### config.mk
export PLATFORM = sky130hd
export DESIGN_NAME = control_sd_itf_flat
export DESIGN_NICKNAME = d
export VERILOG_FILES = /design/src/rtl/control_sd_itf_if.sv /design/src/rtl/control_sd_itf.sv /design/src/flat_wrapper.sv
export SDC_FILE = /design/constraint.sdc
export NUM_CORES = 1
export LEC_CHECK = 0
export BUFFER_PORTS_ARGS = -buffer_cell sky130_fd_sc_hd__buf_2
export CORE_MARGIN = 1.5
export CORE_UTILIZATION = 50
export CTS_BUF_LIST = sky130_fd_sc_hd__clkbuf_16
export DETAILED_ROUTE_END_ITERATION = 7
export GPL_ROUTABILITY_DRIVEN = 0
export HOLD_SLACK_MARGIN = 0.12
export PLACE_DENSITY = 0.77
export REMOVE_ABC_BUFFERS = 1
export SYNTH_ARGS = -nofsm -noshare
export SYNTH_HDL_FRONTEND = slang
export SYNTH_SLANG_ARGS = --single-unit
### constraint.sdc
create_clock -name sysclk -period 3.08 [get_ports sysclk]
set_input_delay 0.462 -clock sysclk [delete_from_list [all_inputs] [get_ports sysclk]]
set_output_delay 0.462 -clock sysclk [all_outputs]
set_load 0.05 [all_outputs]
### src/rtl/control_sd_itf_if.sv
// Signal bundle between the display scan sequencer, the clock/setting logic
// and the serial seven-segment datapath.
interface control_sd_itf_if;
    logic       en;
    logic [5:0] blink_en;
    logic [5:0] dp_en;
    logic [5:0] sel;
    logic [5:0] sel_sd;
    logic       dp;
    logic       tw;
    logic       upgrade;
    logic       move;
    logic       keep;
    logic       shcp;
    logic       stcp;

    modport master (
        input  en, blink_en, dp_en,
        output sel, sel_sd, dp, tw, upgrade, move, keep, shcp, stcp
    );

    modport slave (
        output en, blink_en, dp_en,
        input  sel, sel_sd, dp, tw, upgrade, move, keep, shcp, stcp
    );
endinterface

### src/rtl/control_sd_itf.sv
// Scan sequencer for the serial seven-segment display: walks six digits one-hot,
// drives load/shift/hold controls and generates shcp/stcp for the external chain.
module control_sd_itf #(
    parameter int DIV       = 2,
    parameter int HOLD      = 4,
    parameter int TW_PERIOD = 25_000_000
) (
    input logic              sysclk,
    input logic              rst,
    control_sd_itf_if.master bus
);
    localparam int CNT_MAX = (2 * DIV > HOLD) ? 2 * DIV : HOLD;
    localparam int CNT_W   = $clog2(CNT_MAX + 1);
    localparam int TW_W    = (TW_PERIOD > 1) ? $clog2(TW_PERIOD) : 1;

    localparam logic [CNT_W-1:0] C_SHCP       = CNT_W'(DIV);
    localparam logic [CNT_W-1:0] C_BIT_LAST   = CNT_W'(2 * DIV - 1);
    localparam logic [CNT_W-1:0] C_LATCH_LAST = CNT_W'(DIV - 1);
    localparam logic [CNT_W-1:0] C_HOLD_LAST  = CNT_W'(HOLD - 1);
    localparam logic [CNT_W-1:0] C_ONE        = CNT_W'(1);
    localparam logic [TW_W-1:0]  TW_LAST      = TW_W'(TW_PERIOD - 1);
    localparam logic [TW_W-1:0]  TW_ONE       = TW_W'(1);
    localparam logic [3:0]       BIT_LAST     = 4'd13;

    typedef enum logic [2:0] {
        S_IDLE,
        S_LOAD,
        S_SHIFT,
        S_LATCH,
        S_HOLD
    } state_e;

    state_e           state_q, state_d;
    logic [CNT_W-1:0] cnt_q, cnt_d;
    logic [3:0]       bit_q, bit_d;
    logic [5:0]       sel_q, sel_d, sel_nxt;
    logic             dp_q, dp_d;
    logic             tw_q, tw_d;
    logic [TW_W-1:0]  tw_cnt_q, tw_cnt_d;
    logic             phase_q, phase_d;
    logic             tw_wrap;
    logic             load;
    logic             upgrade, move, keep, shcp, stcp;

    always_ff @(posedge sysclk) begin
        if (rst) begin
            state_q  <= S_IDLE;
            cnt_q    <= '0;
            bit_q    <= '0;
            sel_q    <= 6'b100000;
            dp_q     <= 1'b0;
            tw_q     <= 1'b0;
            tw_cnt_q <= '0;
            phase_q  <= 1'b0;
        end else begin
            state_q  <= state_d;
            cnt_q    <= cnt_d;
            bit_q    <= bit_d;
            sel_q    <= sel_d;
            dp_q     <= dp_d;
            tw_q     <= tw_d;
            tw_cnt_q <= tw_cnt_d;
            phase_q  <= phase_d;
        end
    end

    // Moore outputs; load flags the edge that enters LOAD.
    always_comb begin
        state_d = state_q;
        cnt_d   = cnt_q;
        bit_d   = bit_q;
        load    = 1'b0;
        upgrade = 1'b0;
        move    = 1'b0;
        keep    = 1'b0;
        shcp    = 1'b0;
        stcp    = 1'b0;
        case (state_q)
            S_IDLE: begin
                keep    = 1'b1;
                state_d = S_LOAD;
                load    = 1'b1;
            end
            S_LOAD: begin
                upgrade = 1'b1;
                state_d = S_SHIFT;
                cnt_d   = '0;
                bit_d   = '0;
            end
            S_SHIFT: begin
                shcp = (cnt_q >= C_SHCP);
                if (cnt_q == C_BIT_LAST) begin
                    move  = 1'b1;
                    cnt_d = '0;
                    if (bit_q == BIT_LAST) state_d = S_LATCH;
                    else                   bit_d   = bit_q + 4'd1;
                end else begin
                    keep  = 1'b1;
                    cnt_d = cnt_q + C_ONE;
                end
            end
            S_LATCH: begin
                stcp = 1'b1;
                keep = 1'b1;
                if (cnt_q == C_LATCH_LAST) begin
                    state_d = S_HOLD;
                    cnt_d   = '0;
                end else begin
                    cnt_d = cnt_q + C_ONE;
                end
            end
            S_HOLD: begin
                keep = 1'b1;
                // Counter parks on its last value so en is re-checked every cycle.
                if (cnt_q == C_HOLD_LAST) begin
                    if (bus.en) begin
                        state_d = S_LOAD;
                        load    = 1'b1;
                    end
                end else begin
                    cnt_d = cnt_q + C_ONE;
                end
            end
            default: begin
                keep    = 1'b1;
                state_d = S_IDLE;
            end
        endcase
    end

    // The first LOAD after reset keeps digit 6; later ones rotate right with wrap.
    always_comb begin
        sel_nxt  = (state_q == S_HOLD) ? {sel_q[0], sel_q[5:1]} : sel_q;
        sel_d    = load ? sel_nxt : sel_q;
        dp_d     = load ? |(bus.dp_en & sel_nxt) : dp_q;
        tw_d     = load ? (|(bus.blink_en & sel_nxt)) & phase_q : tw_q;
        tw_wrap  = (tw_cnt_q == TW_LAST);
        tw_cnt_d = tw_wrap ? '0 : tw_cnt_q + TW_ONE;
        phase_d  = phase_q ^ tw_wrap;
    end

    assign bus.sel     = sel_q;
    assign bus.sel_sd  = sel_q;
    assign bus.dp      = dp_q;
    assign bus.tw      = tw_q;
    assign bus.upgrade = upgrade;
    assign bus.move    = move;
    assign bus.keep    = keep;
    assign bus.shcp    = shcp;
    assign bus.stcp    = stcp;
endmodule

### src/flat_wrapper.sv
// flat-port wrapper written by rule: the top's interface ports become plain ports
module control_sd_itf_flat 
#(
    parameter int DIV       = 2,
    parameter int HOLD      = 4,
    parameter int TW_PERIOD = 25_000_000
)
  (sysclk, rst, bus_en, bus_blink_en, bus_dp_en, bus_sel, bus_sel_sd, bus_dp, bus_tw, bus_upgrade, bus_move, bus_keep, bus_shcp, bus_stcp);
  control_sd_itf_if bus_i ();
  input logic sysclk;
  input logic rst;
  input wire logic [$bits(bus_i.en)-1:0] bus_en;
  input wire logic [$bits(bus_i.blink_en)-1:0] bus_blink_en;
  input wire logic [$bits(bus_i.dp_en)-1:0] bus_dp_en;
  output wire logic [$bits(bus_i.sel)-1:0] bus_sel;
  output wire logic [$bits(bus_i.sel_sd)-1:0] bus_sel_sd;
  output wire logic [$bits(bus_i.dp)-1:0] bus_dp;
  output wire logic [$bits(bus_i.tw)-1:0] bus_tw;
  output wire logic [$bits(bus_i.upgrade)-1:0] bus_upgrade;
  output wire logic [$bits(bus_i.move)-1:0] bus_move;
  output wire logic [$bits(bus_i.keep)-1:0] bus_keep;
  output wire logic [$bits(bus_i.shcp)-1:0] bus_shcp;
  output wire logic [$bits(bus_i.stcp)-1:0] bus_stcp;
  assign bus_i.en = bus_en;
  assign bus_i.blink_en = bus_blink_en;
  assign bus_i.dp_en = bus_dp_en;
  assign bus_sel = bus_i.sel;
  assign bus_sel_sd = bus_i.sel_sd;
  assign bus_dp = bus_i.dp;
  assign bus_tw = bus_i.tw;
  assign bus_upgrade = bus_i.upgrade;
  assign bus_move = bus_i.move;
  assign bus_keep = bus_i.keep;
  assign bus_shcp = bus_i.shcp;
  assign bus_stcp = bus_i.stcp;
  control_sd_itf #(.DIV(DIV), .HOLD(HOLD), .TW_PERIOD(TW_PERIOD)) u_core (.sysclk(sysclk), .rst(rst), .bus(bus_i));
endmodule
### Word-level counts from Yosys, hierarchy flattened

Index checks and enable logic that the tools add are counted.

| cells by class | value |
|---|---|
| divide/modulo/power cells | 0 |
| multipliers | 0 |
| equal/unequal tests | 15 |
| bitwise logic cells | 4 |
| mux-type cells | 24 |
| reduce and logical (&&, ||, !) cells | 9 |
| add/subtract/negate cells | 3 |
| $lt $le $gt $ge | 1 |
| shift operators | 0 |

Operators with widths:

| cell | count |
|---|---|
| 25-bit by 1-bit adder with 25-bit output, second input constant | 1 |
| 25-bit equality test, second input constant | 1 |
| 3-bit two-way mux | 8 |
| 3-bit case mux with 5 select lines | 1 |
| 6-bit AND | 2 |
| 3-bit case mux with 4 select lines | 1 |
| 6-bit OR reduction | 2 |
| 3-bit by 2-bit equality test with 1-bit output, second input constant | 3 |
| 1-bit two-way mux | 8 |
| 4-bit two-way mux | 2 |
| 2-bit by 1-bit != test with 1-bit output, second input constant | 4 |
| 4-bit case mux with 2 select lines | 1 |
| 3-bit by 1-bit equality test with 1-bit output, second input constant | 2 |
| 6-bit two-way mux | 1 |
| 2-bit != test, second input constant | 3 |
| 5-bit AND reduction | 1 |
| 4-bit by 1-bit adder with 4-bit output, second input constant | 1 |
| 4-bit equality test, second input constant | 1 |
| 1-bit case mux with 2 select lines | 2 |
| 4-bit nonzero test | 1 |
| 3-bit by 1-bit adder with 3-bit output, second input constant | 1 |
| 3-bit equality test, second input constant | 1 |
| 3-bit by 2-bit greater-or-equal comparator with 1-bit output, second input constant | 1 |
| 3-bit logical NOT | 1 |
| 6 further kinds | 6 |

| storage, ports and cells | value |
|---|---|
| output and inout port bits | 19 |
| register bits | 44 |
| input port bits | 15 |
| ROM bits | 0 |
| bits in writable memories | 0 |
| memories | 0 |
| bits in latches | 0 |

### Longest topological paths before layout

Gate-level depths: netlist (run 1).

| depth | value |
|---|---|
| depth after elaboration | 5 |
| depth in mapped cells | 7 |

### Worst setup path after synthesis (run 1)

No wires, ideal clock.

| path | value |
|---|---|
| path kind | reg2reg |
| start point | reg u_core.state_q[0] |
| end point | reg u_core.bit_q[2] |
| buffers on the path | 1 |
| library setup time | 0.129 ns |
| required time | 2.951 ns |
| data arrival time | 2.273 ns |
| stages on the path, launching flop included | 6 |
| setup slack | 0.678 ns |
| cell sequence | dfxtp_1 > clkbuf_1 > nor3b_1 > nor2_1 > or4b_2 > nand2_1 |

| on the way | value |
|---|---|
| cells in the longest elaborated chain, start to end | 3 |
| elaborated cells between the ends (all ways) | 7 |

Ends and longest elaborated chain:

| item | RTL line | RTL |
|---|---|---|
| start: declaration | control_sd_itf.sv:33 | `state_e state_q, state_d;` |
| start signal: assignment | control_sd_itf.sv:56 | `state_q <= state_d;` |
| 3-bit by 2-bit equality test with 1-bit output / 3-bit by 1-bit equality test with 1-bit output (equally long branches) | control_sd_itf.sv:78 | `case (state_q)` |
| 2-bit != test (no source line) (tied with other cells) | -- |  |
| 3-bit AND reduction (no source line) | -- |  |
| end signal: assignment | control_sd_itf.sv:58 | `bit_q <= bit_d;` |
| end: declaration | control_sd_itf.sv:35 | `logic [3:0] bit_q, bit_d;` |

Several ways; a longest one is shown, not always the timed one.
A chain may end at the register's enable or synchronous reset.

### Final worst setup path (run 1)

| path | value |
|---|---|
| start point | reg u_core.cnt_q[0] |
| end point | out bus_keep |

| on the way | value |
|---|---|
| cells in the longest elaborated chain, start to end | 3 |

Ends and longest elaborated chain:

| item | RTL line | RTL |
|---|---|---|
| start: declaration | control_sd_itf.sv:34 | `logic [CNT_W-1:0] cnt_q, cnt_d;` |
| start signal: assignment | control_sd_itf.sv:57 | `cnt_q <= cnt_d;` |
| 3-bit by 2-bit equality test with 1-bit output | control_sd_itf.sv:92 | `if (cnt_q == C_BIT_LAST) begin` |
| 1-bit two-way mux | control_sd_itf.sv:92 |  |
| 1-bit case mux with 2 select lines | control_sd_itf.sv:78 |  |
| end: declaration | flat_wrapper.sv:21 | `output wire logic [$bits(bus_i.keep)-1:0] bus_keep;` |

No other way between the ends.

==> run metrics, run 1 <==
slowest stage cell, crit path dfxtp_1; FILL cells 423; R2R depth 5; most used cell, CP ha_1; Critical Path Sink Type output pin; Reg area 880.8 um^2; die height 72.23 um; Initial DRT Pass Iterations 4; R2R Setup Slk 1000 ps; minimum clock period 2253 ps; setup bufs post-CTS 0; Detailed Place HPWL 3.357 mm; final hold vios 0; initial antenna violation count 0; status completed; CTS H-tree depth 2; Layout Nets 323; largest net degree at the start of global routing 21; synthesis-to-finish area growth 12.01%; Syn Inst Count 277; P_leak 1.010 nW; CP max stage delay 340 ps; Initial Util 0.5141; largest delay contributor family on the critical path adder cells; Die ar. 5216 um^2; Clock Sink Count 44; most common cell after layout, fill and taps aside dfxtp_1; Synth cell types 54; remaining global-route overflow 0; Main synth FF type dfxtp_1; PwrDens 484.2 nW/um^2; Setup-failing EPs final 0; gr usage total 0.1898; worst path required time 2620 ps; total power 1.300 mW; Ports 34; Seq cells post-synth 44; Via density 5.815; DRT antenna net count 0; FMAX 443.9 MHz; Die Wd 72.23 um; VDD IR max 0.2624 mV; PostCTS Resize Cnt 0; Core Footprint 4661 um^2; CTS tree done; FFs w/ async S/R, synth 0; Iter 0 DRT Violations 178; Setup CP Type reg -> out; # port buffers 33; startpoint type of the worst setup path flop; Worst Skew 3.918 ps; number of inserted diodes 0; most frequent cells in the layout dfxtp_1, buf_2, nor2_1, a21oi_1, nand2_1; Crit Reg-Reg Endpoint u_core.tw_cnt_q[20]; routed len/inst 13.15 um; Syn Area/Cell 8.650 um^2; unrepaired setup endpoints after global routing no; register area share after synthesis 0.3676; root buffer cell clkbuf_16; Multi-input gate area 1370 um^2; worst path buffer plus inverter count 1; Final Instance Count excl. Fillers 356; Placed Cells 348; Worst Path Arrival 1790 ps; Clock Tree Buf Depth 2; fin crit share 0.7314; Worst path depth 5; Core Rows 25; clock-pin slew on the worst setup and hold paths 60 ps; synthesized cell area 2396 um^2; CTS Buf Count 5; Synth warnings 0; Least-Margin Pin Slew 504.6 ps; CP Capture Point bus_keep; vias in the first global route 1,821; Rel. slew slack 0.6629; reg2reg start u_core.tw_cnt_q[0]; setup tns final 0 ps; worst setup path startpoint u_core.cnt_q[0]; Remaining DRCs 0; HP Class reg -> reg; CP Cell Sequence ha_1 -> ha_1 -> nand3b_1 -> a21o_1 -> buf_2; CP max FO 9; Clock Latency Late Sink 290 ps; Vias 2,070; first-pass GRT wire length 7.790 mm; share of layout cells above drive strength 1 0.1854; MaxCap Viol Count 0; EDFF count, synth 0; Hold-fix buffers, CTS 0; Final Max Slew Viols 0; final wirelength 4.682 mm
[per-stage QoR]
step	hold WS [ps]	util	worst slack (ps)	cell area [um^2]
floorplan	417.5	-	797.9	2296
global placement	430.9	0.5458	1078	2544
detailed placement	444.4	0.5458	1034	2544
CTS	455.9	0.5758	814.2	2684
global route	471.8	0.5758	718.2	2684
finish	447.8	0.5758	827.3	2684
[flip-flops by register name, summed over array words and instances, names as in the netlist]
| signal | flops |
|---|---|
| u_core.bus.dp | 1 |
| u_core.bus.tw | 1 |
| u_core.bit_q | 4 |
| u_core.state_q | 3 |
| u_core.phase_q | 1 |
| u_core.cnt_q | 3 |
| u_core.bus.sel | 6 |
| u_core.tw_cnt_q | 25 |
[worst register-to-register path, cell delays in order (launching register included)]
cell and delay [ps]:
dfxtp_1 350, ha_1 240, nand4_2 170, or4_1 670, or4_1 440, a21oi_1 140
[report_power, final]
part           internal [mW]  switching [mW]  total, mW
Sequential             0.586          0.0277      0.613
Combinational         0.0671           0.114      0.181
Clock                  0.294           0.210      0.505
Total                  0.947           0.353       1.30
[worst min-delay path by stage]
| stage | startpoint | end | cells after the start |
|---|---|---|---|
| finish | u_core.tw_cnt_q[0] | u_core.tw_cnt_q[0] | 1 |
| global placement | u_core.tw_cnt_q[0] | u_core.tw_cnt_q[0] | 1 |
| floorplan | u_core.tw_cnt_q[0] | u_core.tw_cnt_q[0] | 1 |
| detailed placement | u_core.tw_cnt_q[0] | u_core.tw_cnt_q[0] | 1 |
| CTS | u_core.tw_cnt_q[0] | u_core.tw_cnt_q[0] | 1 |
| global route | u_core.tw_cnt_q[0] | u_core.tw_cnt_q[0] | 1 |
[Yosys cell counts, drive strengths merged (4+ instances only)]
cell type	instances	share of area
dfxtp	44	0.37
xor2	4	0.015
inv	12	0.019
nand2	15	0.023
a222oi	4	0.017
mux2i	7	0.029
nand3b	4	0.013
a21oi	20	0.042
o21ai	12	0.025
nand2b	4	0.010
mux2	5	0.023
ha	7	0.037
nor3	6	0.013
nand3	10	0.021
nor2	26	0.041
o31ai	4	0.013
or3	9	0.023
nor4	4	0.010
clkbuf	9	0.014
nand4	8	0.036
buf	9	0.028
or4	6	0.020
xnor2	8	0.029
[kinds of logic (layout without fill, tap and decap cells)]
logic type,Yosys count,after routing,share of synthesized area
AND/OR/NAND/NOR,111,111,0.2726
AO/OA/AOI/OAI,61,61,0.1661
flip-flops,44,44,0.3676
buffers and inverters,30,55,0.06057
XOR/XNOR,12,12,0.04386
multiplexers,12,12,0.05274
adder cells (fa/ha/maj),7,7,0.03655
[final cells by class]
type	instances	area share
Multi-Input combinational cell	203	0.5105
Clock buffer	5	0.04662
Clock inverter	3	0.005594
Timing Repair Buffer	35	0.06713
Tap cell	54	0.02517
Inverter	12	0.01678
Sequential cell	44	0.3282
[metal layers]
layer	routed length, um	GRT usage
met5	0	0
met4	80	0.07966
met2	2238	0.3251
met3	257	0.05694
met1	2105	0.2207
Note: power is estimated with default switching activity, not from simulation.
==> run 2, diff against run 1 <==
==> constraint.sdc (replaced) <==
create_clock -name sysclk -period 2.2 [get_ports sysclk]
set_input_delay 0.33 -clock sysclk [delete_from_list [all_inputs] [get_ports sysclk]]
set_output_delay 0.33 -clock sysclk [all_outputs]
set_load 0.05 [all_outputs]
==> run metrics, run 2 (synthesized netlist as in run 1, its figures left out) <==
Clock Latency Late Sink 280 ps (was 290 ps); MaxCap Viol Count 0 (unchanged); share of layout cells above drive strength 1 0.2124 (was 0.1854); Core Footprint 4661 um^2 (unchanged); DRT antenna net count 0 (unchanged); Initial Util 0.5141 (unchanged); number of inserted diodes 0 (unchanged); Core Rows 25 (unchanged); CP Capture Point bus_keep (unchanged); worst path required time 1870 ps (was 2620 ps); Rel. slew slack 0.6980 (was 0.6629); # port buffers 33 (unchanged); final hold vios 0 (unchanged); Largest Register u_core.tw_cnt_q (unchanged); CTS tree done (unchanged); P_leak 1.038 nW (was 1.010 nW); die height 72.23 um (unchanged); Initial DRT Pass Iterations 4 (unchanged); Clock Tree Buf Depth 2 (unchanged); Least-Margin Pin Slew 452.4 ps (was 504.6 ps); Post-Route Utilization 0.5852 (was 0.5758); status completed (unchanged); HP Class in -> reg (was reg -> reg); Die ar. 5216 um^2 (unchanged); Worst Skew 5.520 ps (was 3.918 ps); CTS H-tree depth 2 (unchanged); largest net degree at the start of global routing 26 (was 21); initial antenna violation count 0 (unchanged); Setup-failing EPs final 0 (unchanged); most common cell after layout, fill and taps aside dfxtp_1 (unchanged); PwrDens 675.7 nW/um^2 (was 484.2 nW/um^2); gr usage total 0.1957 (was 0.1898); Worst Path Arrival 1720 ps (was 1790 ps); worst setup path startpoint u_core.cnt_q[0] (unchanged); Clock Sink Count 44 (unchanged); CTS Buf Count 5 (unchanged); R2R depth 5 (unchanged); first-pass GRT wire length 8.259 mm (was 7.790 mm); vias in the first global route 1,907 (was 1,821); VDD IR max 0.3955 mV (was 0.2624 mV); Die Wd 72.23 um (unchanged); Ports 34 (unchanged); routed len/inst 13.33 um (was 13.15 um); total power 1.843 mW (was 1.300 mW); FMAX 486.7 MHz; Critical Path Sink Type output pin (unchanged); remaining global-route overflow 0 (unchanged); reg2reg start u_core.tw_cnt_q[0] (unchanged); Final Max Slew Viols 0 (unchanged); synthesis-to-finish area growth 13.84% (was 12.01%); clock-pin slew on the worst setup and hold paths 60 ps (about the same); most frequent cells in the layout dfxtp_1, buf_2, nor2_1, a21oi_1, nand2_1 (unchanged); Crit Reg-Reg Endpoint u_core.tw_cnt_q[20] (unchanged); Setup CP Type reg -> out (unchanged); R2R Setup Slk 170 ps (was 1000 ps); Via density 5.911 (was 5.815); fin crit share 0.9338; Hold-fix buffers, CTS 0 (unchanged); Layout Nets 327 (was 323); Vias 2,128 (was 2,070); Iter 0 DRT Violations 196 (was 178); final wirelength 4.797 mm (was 4.682 mm); Detailed Place HPWL 3.492 mm (was 3.357 mm); root buffer cell clkbuf_16 (unchanged); unrepaired setup endpoints after global routing no (unchanged); minimum clock period 2054 ps; CP max FO 9 (unchanged); max reg flops 25 (unchanged); Remaining DRCs 0 (unchanged); startpoint type of the worst setup path flop (unchanged)
run 2: timing repair:
action,4_1_cts,5_1_grt
buffers inserted,0,0
setup endpoints to repair,0,2
gates resized for setup,0,4
run 2: area by class of cell:
class                   instances  area (um^2)
repair buffers                 39        212.7
flip-flops and latches         44        880.8
clock buffers                   5        125.1
fillers                       397         1933
inverters                      12        45.04
well taps                      54        67.56
multi-input cells             203         1378
clock inverters                 3        18.77
run 2: routing by layer:
layer  global-route usage  wire length, um  up-vias
met5                    0                0        -
met4              0.07547               63        0
met3              0.04583              220        9
met2               0.3302             2306       57
met1               0.2426             2207      983
li1                     -                -     1079
run 2: worst min path at each step:
| stage | depth (start not counted) | start | end |
|---|---|---|---|
| after detailed placement | 1 | u_core.tw_cnt_q[0] | u_core.tw_cnt_q[0] |
| after global placement | 1 | u_core.tw_cnt_q[0] | u_core.tw_cnt_q[0] |
| final | 2 | rst | u_core.bus.sel[2] |
| after global routing | 2 | rst | u_core.bus.sel[4] |
| after CTS | 2 | rst | u_core.state_q[0] |
| after floorplan | 1 | rst | u_core.bit_q[0] |
run 2: where the power goes:
part           internal (mW)  switching (mW)  total, mW  leakage, nW
clock network          0.418           0.296      0.714       0.0736
registers              0.820          0.0401      0.860        0.356
logic                  0.105           0.164      0.269        0.608
total                   1.34           0.501       1.84         1.04
run 2: through the flow:
stage | instances | setup WS [ps] | TNS, ps | area, um^2 | hold WS [ps]
after floorplan | 259 | -82.11 | -221.1 | 2296 | 399.1
after global placement | 352 | 200.2 | 0 | 2574 | 430.7
after detailed placement | 352 | 129.7 | 0 | 2574 | 450.3
after CTS | 360 | 54.44 | 0 | 2718 | 437.4
after global routing | 360 | 14.84 | 0 | 2728 | 458.9
final | 360 | 145.5 | 0 | 2728 | 429.9
run 2: worst max-delay path, cell delays in order, from the launching register on:
cell and delay [ps]:
dfxtp_1 380, ha_1 200, ha_2 260, nand3b_1 90, a21o_2 280, clkbuf_4 230
==> run 3, diff against run 2 <==
--- a/config.mk
+++ b/config.mk
@@ -5,6 +5,7 @@
 export SDC_FILE = /design/constraint.sdc
 export NUM_CORES = 1
 export LEC_CHECK = 0
+export ABC_AREA = 1
 export BUFFER_PORTS_ARGS = -buffer_cell sky130_fd_sc_hd__buf_2
 export CORE_MARGIN = 1.5
 export CORE_UTILIZATION = 50
==> run metrics, run 3 <==
# port buffers 33 (unchanged); worst slack, placed 388.9 ps (was 129.7 ps); simple-gate share of the synthesized area 0.4010 (was 0.2726); PwrDens 1167 nW/um^2 (was 675.7 nW/um^2); setup tns final 0 ps (unchanged); FFs w/ async S/R, synth 0 (unchanged); status completed (unchanged); largest cells by area after synthesis dfxtp_1, nand2_1, nor2_1, inv_1, nand3_1 (was dfxtp_1, a21oi_1, nor2_1, ha_1, mux2i_1); Clock Latency Late Sink 280 ps (about the same); routed len/inst 11.43 um (was 13.33 um); Net Sw Frac 0.4560 (was 0.2716); Syn Inst Count 376 (was 277); Synth warnings 0 (unchanged); Synth cell types 38 (was 54); met1 Track Usage GR 0.2381 (was 0.2426); M3 GR Usage 0.04762 (was 0.04583); VDD IR max 0.8155 mV (was 0.3955 mV); CTS Buf Count 5 (unchanged); Syn Area/Cell 6.955 um^2 (was 8.650 um^2); max reg flops 25 (unchanged); startpoint type of the worst setup path flop (unchanged); initial antenna violation count 0 (unchanged); HP Start rst (unchanged); FMAX 514.8 MHz (was 486.7 MHz); gr busiest metal met2 (unchanged); root buffer cell clkbuf_16 (unchanged); unrepaired setup endpoints after global routing no (unchanged); most frequent cells in the layout nand2_1, nor2_1, inv_1, dfxtp_1, buf_2 (was dfxtp_1, buf_2, nor2_1, a21oi_1, nand2_1); Final Max Slew Viols 0 (unchanged); Via density 5.078 (was 5.911); largest net degree at the start of global routing 25 (was 26); Largest Register u_core.tw_cnt_q (unchanged); Ports 34 (unchanged); Yosys top cell area share 0.3368 (was 0.3676); Clock Sink Count 44 (unchanged); Main synth FF type dfxtp_1 (unchanged); fin crit share 0.8830 (was 0.9338); clock-pin slew on the worst setup and hold paths 60 ps (about the same); die height 75.32 um (was 72.23 um); CTS tree done (unchanged); Clock power frac 0.241 (was 0.388); synthesized cell area 2615 um^2 (was 2396 um^2); Seq cells post-synth 44 (unchanged); Rel. slew slack 0.6665 (was 0.6980); post-synthesis mux area share 0 (was 0.05274); remaining global-route overflow 0 (unchanged); Setup-failing EPs final 0 (unchanged); Hold-fix buffers, CTS 0 (unchanged); worst setup path startpoint u_core.cnt_q[0] (unchanged); Detailed Place HPWL 4.104 mm (was 3.492 mm); PostCTS Resize Cnt 0 (unchanged); reg2reg start u_core.cnt_q[0] (was u_core.tw_cnt_q[0]); Layout Nets 427 (was 327); gr usage total 0.2079 (was 0.1957); top cell type by total area after synthesis dfxtp_1 (unchanged); Post-synth top cells nand2_1, nor2_1, inv_1 (was dfxtp_1, nor2_1, a21oi_1); CP max FO 5 (was 9); synthesis-to-finish area growth 12.54% (was 13.84%); first-pass GRT wire length 9.039 mm (was 8.259 mm); complex-gate fraction of the synthesized area 0.08995 (was 0.1661); Initial DRT Pass Iterations 4 (unchanged); final hold vios 0 (unchanged); Vias 2,417 (was 2,128); PnR worst setup slack 257.4 ps (was 145.5 ps); Remaining DRCs 0 (unchanged); MaxCap Viol Count 0 (unchanged); setup bufs post-CTS 0 (unchanged); DRT antenna net count 0 (unchanged); Die Wd 75.32 um (was 72.23 um); EDFF count, synth 0 (unchanged); worst path required time 1870 ps (about the same); register area share after synthesis 0.3368 (was 0.3676); FILL cells 511 (was 397); Post-Route Utilization 0.5799 (was 0.5852); HP Class in -> reg (unchanged); Initial Util 0.5153 (was 0.5141); Worst Skew 1.864 ps (was 5.520 ps); Setup CP Type reg -> out (unchanged); post-synthesis xor/xnor area fraction 0.02679 (was 0.04386); Core Rows 26 (was 25); number of inserted diodes 0 (unchanged); share of layout cells above drive strength 1 0.1995 (was 0.2124); largest family of logic cells by synthesized area simple AND/OR/NAND/NOR gates (unchanged); combinational power share 0.459 (was 0.146); most common cell after layout, fill and taps aside nand2_1 (was dfxtp_1); Core Footprint 5075 um^2 (was 4661 um^2); minimum clock period 1943 ps (was 2054 ps); Iter 0 DRT Violations 112 (was 196); P_leak 1.236 nW (was 1.038 nW); internal cell power 1.868 mW (was 1.343 mW); met2 GRT Util 0.3723 (was 0.3302); Worst Path Arrival 1610 ps (was 1720 ps); Clock Tree Buf Depth 2 (unchanged); vias in the first global route 2,197 (was 1,907); Synth Area in Adders 0.03349 (was 0.03655); Die ar. 5673 um^2 (was 5216 um^2); final wirelength 5.440 mm (was 4.797 mm); CTS H-tree depth 2 (unchanged); Least-Margin Pin Slew 500.2 ps (was 452.4 ps); Critical Path Sink Type output pin (unchanged); top-count cell post-synth nand2_1 (was dfxtp_1); Seq pwr share 0.300 (was 0.466); sw power 1.565 mW (was 0.5007 mW)
==> run 3: path summary, 6_finish.rpt <==
| path | cells past startpoint | slack [ps] | endpoint |
|---|---|---|---|
| max | 6 | 260 | bus_keep |
| min reg2reg | 1 | 460 | u_core.tw_cnt_q[0] |
| max reg2reg | 8 | 400 | u_core.bus.sel[5] |
| min | 2 | 400 | u_core.cnt_q[1] |
==> run 3: critical path: stages (launching register included) <==
cell and delay (ps):
dfxtp_1 340, ha_1 230, ha_1 200, inv_1 110, nand2_2 110, nand2_2 80, buf_2 260
==> run 3: cell type report <==
class | count | area, um^2 | area share
clock buffers | 5 | 125.1 | 0.04252
clock inverters | 3 | 37.54 | 0.01276
inverters | 54 | 205.2 | 0.06973
multi-input cells | 267 | 1441 | 0.4898
flip-flops and latches | 44 | 880.8 | 0.2993
well taps | 70 | 87.58 | 0.02976
repair buffers | 33 | 165.2 | 0.05612
==> run 3: power groups by stage <==
stage	logic (mW)	registers, mW	clock network (mW)
2_1_floorplan	0.888	1.40	0
3_3_place_gp	1.54	1.04	0
3_5_place_dp	1.57	1.04	0
4_1_cts	1.58	1.03	0.842
5_1_grt	1.74	1.05	0.873
6_report	1.58	1.03	0.828
==> run 3: cells by family (layout without fill, tap and decap cells) <==
group,Yosys count,in the layout
AND/OR/NAND/NOR,212,212
buffers and inverters,65,95
flip-flops,44,44
AO/OA/AOI/OAI,40,40
XOR/XNOR,8,8
adder cells (fa/ha/maj),7,7
==> run 3: per-layer routing <==
metal	up-vias	wire, um
li1	1259	-
met1	1094	2361
met2	50	2719
met3	14	248
met4	0	110
met5	-	0
==> run 3: stage by stage <==
| step | area (um^2) | std cells | hold WS (ps) | power [mW] |
|---|---|---|---|---|
| final | 2943 | 476 | 402.9 | 3.433 |
| after global routing | 2943 | 476 | 424.5 | 3.663 |
| after CTS | 2943 | 476 | 400.5 | 3.451 |
| after detailed placement | 2780 | 468 | 435.8 | 2.612 |
| after global placement | 2780 | 468 | 431.7 | 2.586 |
| after floorplan | 2527 | 365 | 399.1 | 2.291 |
